--- src/rtl/mem_port_arbiter_pkg.sv ---
// Shared types and constants for the memory port arbiter: FSM states,
// requester IDs and the response-timeout counter sizing.
package mem_port_arbiter_pkg;

    typedef enum logic [1:0] {
        IDLE,
        BUSY,
        RESP
    } state_t;

    localparam logic PORT_IF   = 1'b0;
    localparam logic PORT_DATA = 1'b1;

    localparam int unsigned DEFAULT_TIMEOUT = 15;
    localparam int unsigned CNT_W           = 8;

endpackage

--- src/rtl/memarb_timer.sv ---
// Clearable saturating response-timeout counter; expired flags the last
// BUSY cycle allowed before an abort (count == TIMEOUT-1).
module memarb_timer
    import mem_port_arbiter_pkg::*;
#(
    parameter int unsigned TIMEOUT = DEFAULT_TIMEOUT
) (
    input  logic clk,
    input  logic rst,
    input  logic clr,
    input  logic en,
    output logic expired
);

    localparam logic [CNT_W-1:0] LIMIT = CNT_W'(TIMEOUT - 1);

    logic [CNT_W-1:0] count;

    always_ff @(posedge clk or posedge rst) begin
        if (rst) begin
            count <= '0;
        end else if (clr) begin
            count <= '0;
        end else if (en && (count != '1)) begin
            count <= count + 1'b1;
        end
    end

    assign expired = (count == LIMIT);

endmodule

--- src/rtl/mem_port_arbiter.sv ---
// Two-port (fetch/data) arbiter and sequencer for the shared memory port.
// Define MEMARB_ROUND_ROBIN_EN for round-robin ties; default is data-port priority.
module mem_port_arbiter
    import mem_port_arbiter_pkg::*;
#(
    parameter int unsigned TIMEOUT = DEFAULT_TIMEOUT
) (
    input  logic        CLK,
    input  logic        RST,
    input  logic        REQ0,
    input  logic [31:0] ADDR0,
    input  logic        REQ1,
    input  logic [31:0] ADDR1,
    input  logic        WE1,
    input  logic [31:0] WDATA1,
    output logic        SEL,
    output logic        MEM_REQ,
    output logic        MEM_WE,
    output logic [31:0] MEM_ADDR,
    output logic [31:0] MEM_WDATA,
    input  logic        MEM_RDY,
    input  logic [31:0] MEM_RDATA,
    output logic [31:0] RDATA,
    output logic        DONE0,
    output logic        DONE1,
    output logic        ERR
);

    state_t state;
    logic   grant;
    logic   winner;
    logic   expired;
`ifdef MEMARB_ROUND_ROBIN_EN
    logic   last;
`endif

    assign grant = (state == IDLE) && (REQ0 || REQ1);

    always_comb begin
        winner = REQ1 ? PORT_DATA : PORT_IF;
`ifdef MEMARB_ROUND_ROBIN_EN
        if (REQ0 && REQ1) winner = ~last;
`endif
    end

    memarb_timer #(
        .TIMEOUT(TIMEOUT)
    ) u_timer (
        .clk    (CLK),
        .rst    (RST),
        .clr    (grant),
        .en     (state == BUSY),
        .expired(expired)
    );

    always_ff @(posedge CLK or posedge RST) begin
        if (RST) begin
            state     <= IDLE;
            SEL       <= PORT_IF;
            MEM_REQ   <= 1'b0;
            MEM_WE    <= 1'b0;
            MEM_ADDR  <= '0;
            MEM_WDATA <= '0;
            RDATA     <= '0;
            DONE0     <= 1'b0;
            DONE1     <= 1'b0;
            ERR       <= 1'b0;
`ifdef MEMARB_ROUND_ROBIN_EN
            last      <= PORT_DATA;
`endif
        end else begin
            // completion pulses and ERR are only ever high in RESP
            DONE0 <= 1'b0;
            DONE1 <= 1'b0;
            ERR   <= 1'b0;
            case (state)
                IDLE: begin
                    if (grant) begin
                        SEL       <= winner;
                        MEM_ADDR  <= (winner == PORT_DATA) ? ADDR1 : ADDR0;
                        MEM_WE    <= (winner == PORT_DATA) && WE1;
                        MEM_WDATA <= WDATA1;
                        MEM_REQ   <= 1'b1;
                        state     <= BUSY;
`ifdef MEMARB_ROUND_ROBIN_EN
                        last      <= winner;
`endif
                    end
                end
                BUSY: begin
                    if (MEM_RDY || expired) begin
                        RDATA   <= (MEM_RDY && !MEM_WE) ? MEM_RDATA : '0;
                        ERR     <= !MEM_RDY;
                        DONE0   <= (SEL == PORT_IF);
                        DONE1   <= (SEL == PORT_DATA);
                        MEM_REQ <= 1'b0;
                        state   <= RESP;
                    end
                end
                RESP:    state <= IDLE;
                default: state <= IDLE;
            endcase
        end
    end

endmodule

--- config.mk ---
export PLATFORM = sky130hd
export DESIGN_NAME = mem_port_arbiter
export DESIGN_NICKNAME = d
export VERILOG_FILES = /design/src/rtl/mem_port_arbiter_pkg.sv /design/src/rtl/memarb_timer.sv /design/src/rtl/mem_port_arbiter.sv
export SDC_FILE = /design/constraint.sdc
export NUM_CORES = 1
export LEC_CHECK = 0
export ABC_AREA = 1
export BUFFER_PORTS_ARGS = -buffer_cell sky130_fd_sc_hd__buf_4
export CORE_UTILIZATION = 47
export CTS_CLUSTER_DIAMETER = 120
export DETAILED_ROUTE_END_ITERATION = 10
export GPL_ROUTABILITY_DRIVEN = 0
export PLACE_DENSITY_LB_ADDON = 0.2
export SLEW_MARGIN = 20
export SYNTH_ARGS = -nofsm -noshare
export SYNTH_HDL_FRONTEND = slang
export SYNTH_HIERARCHICAL = 1
export SYNTH_SLANG_ARGS = --single-unit
--- constraint.sdc ---
create_clock -name CLK -period 3.34 [get_ports CLK]
set_input_delay 0.167 -clock CLK [delete_from_list [all_inputs] [get_ports CLK]]
set_output_delay 0.167 -clock CLK [all_outputs]
set_load 0.02 [all_outputs]
======== Yosys cells after proc, flatten, opt, wreduce, memory -nomap -nowiden ========
Cells that the tools add are included.
storage, ports and cells
  register bits after elaboration ......... 112
  input bits .............................. 134
  output and inout port bits .............. 102
operators by class
  add/sub/neg operators ................... 1
  eq/ne operators ......................... 5
  muxes and demuxes ....................... 17
  bitwise gates (word level) .............. 1
  reduce and logical (&&, ||, !) cells .... 15
operators by type and width
  kind                                                  number
  2-to-1 mux 32 bit                                     2
  2-to-1 mux 8 bit                                      2
  2-to-1 mux 1 bit                                      9
  adder 8 x 1 -> 8 bit (second input constant)          1
  equality test 8 x 4 -> 1 bit (second input constant)  1
  inequality test 8 bit (second input constant)         1
  AND reduction 2 bit                                   3
  logical AND 1 bit                                     4
  2-to-1 mux 2 bit                                      2
  inequality test 2 bit (second input constant)         2
  one-hot mux 2 bit (2 select lines)                    1
  nonzero test 2 bit                                    2
  AND reduction 3 bit                                   1
  equality test 2 x 1 -> 1 bit (second input constant)  1
  zero test 1 bit                                       2
  zero test 2 bit                                       1
  logical OR 1 bit                                      2
  one-hot mux 1 bit (2 select lines)                    1
  inverter 1 bit                                        1

======== Logic depth before layout (Yosys ltp) ========
  word-level depth ........................ 4
  gate-level depth with buffers ........... 10
  gate-level depth less buffers ........... 9

======== By module ========
Netlist, hierarchy kept.
by module, submodules not included
  module            instances  cells an instance  area each (µm²)  sequential area each (µm²)
  mem_port_arbiter  1          618                4669.5           2602.5
  memarb_timer      1          76                 521.8            200.2

======== Worst setup path after synthesis ========
OpenSTA, ideal clock, no wires.
  path type ............................... register to register
  from .................................... reg u_timer.count[0]
  to ...................................... reg RDATA[15]
  setup time .............................. 0.116 ns
  arrival time ............................ 1.493 ns
  slack ................................... 1.731 ns
  stages on the path, launching flop included .. 11
  period minus slack after synthesis ...... 1.609 ns
  path through ............................ dfrtp_1 inv_1 ha_1 nand4_1 nor4_1 inv_1 nand2_1 nand2_2 buf_4 nand2_1 nand2_1
on the way
  word-level cells in the longest chain between the ends .. 3
ends and longest elaborated chain
  item                           line                    source
  start: declaration             memarb_timer.sv:17      logic [CNT_W-1:0] count;
  start signal: assignment       memarb_timer.sv:25      count <= count + 1'b1;
  equality test 8 x 4 -> 1 bit   memarb_timer.sv:29      assign expired = (count == LIMIT);
  net expired                    mem_port_arbiter.sv:32  logic expired;
  logical OR 1 bit               mem_port_arbiter.sv:91  if (MEM_RDY || expired) begin
  AND reduction 2 bit (no line)  n/a
  end signal: assignment         mem_port_arbiter.sv:92  RDATA <= (MEM_RDY && !MEM_WE) ? MEM_RDATA : '0;
  end: declaration               mem_port_arbiter.sv:23  output logic [31:0] RDATA,
The timed path passes the listed nets, and every way through them passes these cells.
A chain may end at the register's enable or synchronous reset.

======== Worst setup path after layout ========
  from .................................... reg u_timer.count[0]
  to ...................................... reg RDATA[0]
Same word-level chain as after synthesis.

==> impl_metrics.sql <==
INSERT INTO impl_metrics (metric_group, metric, value, unit) VALUES
('run_status', 'outcome', 'complete, no violations', ''),
('global_route', 'grt_max_degree', '76', ''),
('yosys', 'netlist_instances', '694', ''),
('clocking', 'cts_root_buffer', 'sky130_fd_sc_hd__clkbuf_8', ''),
('global_route', 'global_route_wire_length_before_repair', '21.9', 'mm'),
('placed_design', 'placement.io_buffers', '235', ''),
('critical_path', 'cp_cell_sequence', 'inv_1, ha_1, nand4_1, nor4_1, nor2_1, nor2_2, buf_4, nand2_1, nand2_1', ''),
('yosys', 'post_synth_main_area_contributors', 'sky130_fd_sc_hd__dfrtp_1 (54%), sky130_fd_sc_hd__nand2_1 (28%), sky130_fd_sc_hd__nand3_1 (3.9%)', ''),
('critical_path', 'r2r-start', 'u_timer/count[0]$_DFFE_PP0P_', ''),
('clocking', 'clkSinkCount', '112', ''),
('critical_path', 'critical-path-max-stage-delay', '420', 'ps'),
('global_route', 'via_count_of_the_first_global_routing_pass', '4753', ''),
('finish', 'drive_above_1_share', '29.3', '%'),
('yosys', 'synth_nets', '830', ''),
('global_route', 'grt_use_total', '24.1', '%'),
('yosys', 'average_size_of_a_mapped_cell', '7.48', 'µm²'),
('clocking', 'cts_tree', 'done', ''),
('clocking', 'insertion_delay', '370', 'ps'),
('drt', 'route.detailed.drc', '0', ''),
('sta', 'post-route-min-period', '2160', 'ps'),
('drt', 'drt_first_iter_violations', '263', ''),
('critical_path', 'slowest_stage', 'sky130_fd_sc_hd__nor2_2', ''),
('drt', 'wl_per_cell', '12.7', 'µm'),
('die', 'die_h', '107', 'µm'),
('die', 'placementRows', '38', ''),
('clocking', 'clock_buffers_created_by_tritoncts', '9', ''),
('critical_path', 'data_arrival_time_of_the_critical_path', '2460', 'ps'),
('drt', 'dr.pass1.iters', '10', ''),
('sta', 'final_min_period_over_clock_period', '64.7', '%'),
('yosys', 'post_synth_num_cell_types', '23', ''),
('drt', 'detailroute.via_count', '5005', ''),
('sta', 'totalNegativeSetupSlack', '0', 'ps'),
('drt', 'wl', '13.4', 'mm'),
('placed_design', 'hpwlAfterDp', '9.88', 'mm'),
('critical_path', 'crit_path_frequent_cell', 'sky130_fd_sc_hd__nand2_1', ''),
('power', 'worst_ir_drop_vdd', '0.506', 'mV'),
('clocking', 'cts.reportedPaths.clkPinSlew', '110', 'ps'),
('critical_path', 'rr_worst_depth', '9', ''),
('sta', 'relSlewSlack', '40.7', '%'),
('sta', 'report.final.hold_viol_count', '0', ''),
('yosys', 'seq_area_frac_synth', '54.0', '%'),
('die', 'initial_core_util', '48.1', '%'),
('finish', 'finalCoreUtilization', '66.6', '%'),
('yosys', 'post-synth-top-area-cell', 'sky130_fd_sc_hd__dfrtp_1', ''),
('critical_path', 'cp.required', '3640', 'ps'),
('critical_path', 'crit_path_kind', 'flop to flop', ''),
('sta', 'timing.clock.skew', '14.4', 'ps'),
('critical_path', 'cp-startpoint', 'u_timer/count[0]$_DFFE_PP0P_', ''),
('die', 'coreArea', '10800', 'µm²'),
('critical_path', 'timing.critical_path.from_type', 'flop', ''),
('min_path', 'worst_hold_path_type', 'input pin to flop', ''),
('sta', 'maxSlewViolCount', '0', ''),
('yosys', 'yosys_warnings', '6', ''),
('die', 'total_die_area', '11500', 'µm²'),
('finish', 'num_antenna_cells', '0', ''),
('die', 'die_width', '107', 'µm'),
('die', 'top_level_ports', '236', ''),
('yosys', 'ys_seq_elements', '112', ''),
('global_route', 'grt_antenna_before_repair', '0', ''),
('critical_path', 'timing.critical_path.to', 'RDATA[0]$_DFFE_PP0P_', ''),
('sta', 'setup_repair_after_global_routing_missed_its_margin', 'false', ''),
('critical_path', 'setup.reg_to_reg.worst_slack', '1180', 'ps'),
('sta', 'timing.fmax', '0.463', 'GHz'),
('global_route', 'grt-ovfl-total', '0', ''),
('critical_path', 'regToRegEndpoint', 'RDATA[0]$_DFFE_PP0P_', ''),
('yosys', 'yosysTopAreaCellShare', '54.0', '%'),
('sta', 'total_setup_violations_reported_at_the_end_of_the_flow', '0', ''),
('flow_run', 'drv.max_cap_violation_count', '0', ''),
('clocking', 'cts_repair_resize_count', '0', ''),
('finish', 'final_nets', '1052', ''),
('critical_path', 'critPathMaxFanout', '22', ''),
('power', 'leakage', '4.30', 'nW'),
('sta', 'tightest_slew', '890', 'ps'),
('drt', 'route.antenna.remaining_nets', '0', ''),
('clocking', 'cts_buffer_depth', '2', ''),
('clocking', 'htree_num_levels', '3', ''),
('finish', 'area_growth', '38.5', '%'),
('power', 'cellPowerDensity', '867', 'nW/µm²'),
('critical_path', 'end_kind', 'flop', ''),
('yosys', 'synthesis.area', '5190', 'µm²'),
('drt', 'detail_route.vias_per_cell', '4.72', '');
==> stage by stage <==
step / worst slack, ps / area, µm² / power, mW / hold slack, ps / cells
after floorplan: 441 / 5190 / 4.17 / -17.3 / 694
after global placement: 1190 / 7000 / 5.46 / 173 / 1043
after detailed placement: 1110 / 7000 / 5.54 / 180 / 1043
after CTS: 1170 / 7190 / 6.27 / 11.0 / 1060
after global routing: 981 / 7190 / 6.69 / 9.42 / 1060
final: 1180 / 7190 / 6.23 / 21.0 / 1060
==> report_power, final <==
part	total (mW)	switching (mW)	internal [mW]
Sequential	2.36	0.393	1.97
Clock	0.733	0.459	0.274
Combinational	3.14	1.90	1.24
Total	6.23	2.75	3.48
==> cells in the final DEF (no fill, tap or decap), types with 3 or more instances in the layout <==
cell type,count
sky130_fd_sc_hd__inv_6,3
sky130_fd_sc_hd__nand2_1,384
sky130_fd_sc_hd__clkbuf_8,9
sky130_fd_sc_hd__nor2_1,45
sky130_fd_sc_hd__nand2_2,6
sky130_fd_sc_hd__o21ai_0,3
sky130_fd_sc_hd__nand3_1,40
sky130_fd_sc_hd__a21oi_1,5
sky130_fd_sc_hd__buf_4,240
sky130_fd_sc_hd__nor2_2,3
sky130_fd_sc_hd__dfrtp_1,112
sky130_fd_sc_hd__inv_1,50
==> cells in the mapped netlist, drive strengths merged <==
cell type	instances
nand2	391
inv	52
nor3	2
o21ai	5
buf	24
dfrtp	112
nor2	49
nand4	2
a21oi	5
ha	2
nand3	40
clkinv	1
nor4	1
clkbuf	8
==> routing by layer <==
layer / global-route usage (%) / vias up / part of all wire [%]
li1: - / 2510 / -
met3: 5.84 / 24 / 7.6
met4: 8.12 / 0 / 2.0
met2: 40.0 / 189 / 49
met1: 31.0 / 2282 / 41
met5: 0 / - / 0
==> final cells by class <==
type,instances,area (µm²)
fillers,944,3600
multi-input cells,497,1990
clock inverters,6,43.8
well taps,140,175
inverters,53,209
clock buffers,9,124
flip-flops and latches,112,2800
repair buffers,243,1840
==> worst max-delay path, delay by kind of cell (launching register included) <==
family / cells / cell delay (ps)
AND/OR/NAND/NOR: 6 / 1080
buffers and inverters: 2 / 450
flip-flops: 1 / 410
adder cells (fa/ha/maj): 1 / 160
==> cells by family after synthesis <==
| group | after synthesis | share of synthesized area, % |
|---|---|---|
| buf+inv | 85 | 7.66 |
| fa+ha+maj | 2 | 0.482 |
| flops | 112 | 54.0 |
| compound gates | 10 | 0.964 |
| simple gates | 485 | 36.9 |
==> flip-flops by register name, summed over array words and instances (netlist names) <==
signal and count:
DONE1 1, DONE0 1, MEM_WDATA 32, RDATA 32, SEL 1, MEM_REQ 1
MEM_ADDR 32, state 2, ERR 1, u_timer/count 8, MEM_WE 1
==> what timing repair did <==
action / CTS / global route
setup endpoints to repair: 0 / 0
buffers inserted: 0 / 0
hold endpoints to repair: 9 / 0
hold buffers: 2 / 0
==> worst min path at each step <==
stage,from,to,cells past startpoint
detailed placement,RST,u_timer/count[5]$_DFFE_PP0P_,2
global placement,RST,u_timer/count[5]$_DFFE_PP0P_,2
global route,WDATA1[8],MEM_WDATA[8]$_DFFE_PP0P_,3
floorplan,RST,u_timer/count[0]$_DFFE_PP0P_,1
finish,WDATA1[15],MEM_WDATA[15]$_DFFE_PP0P_,3
CTS,WDATA1[11],MEM_WDATA[11]$_DFFE_PP0P_,3
Power figures use the tool's default switching activity.
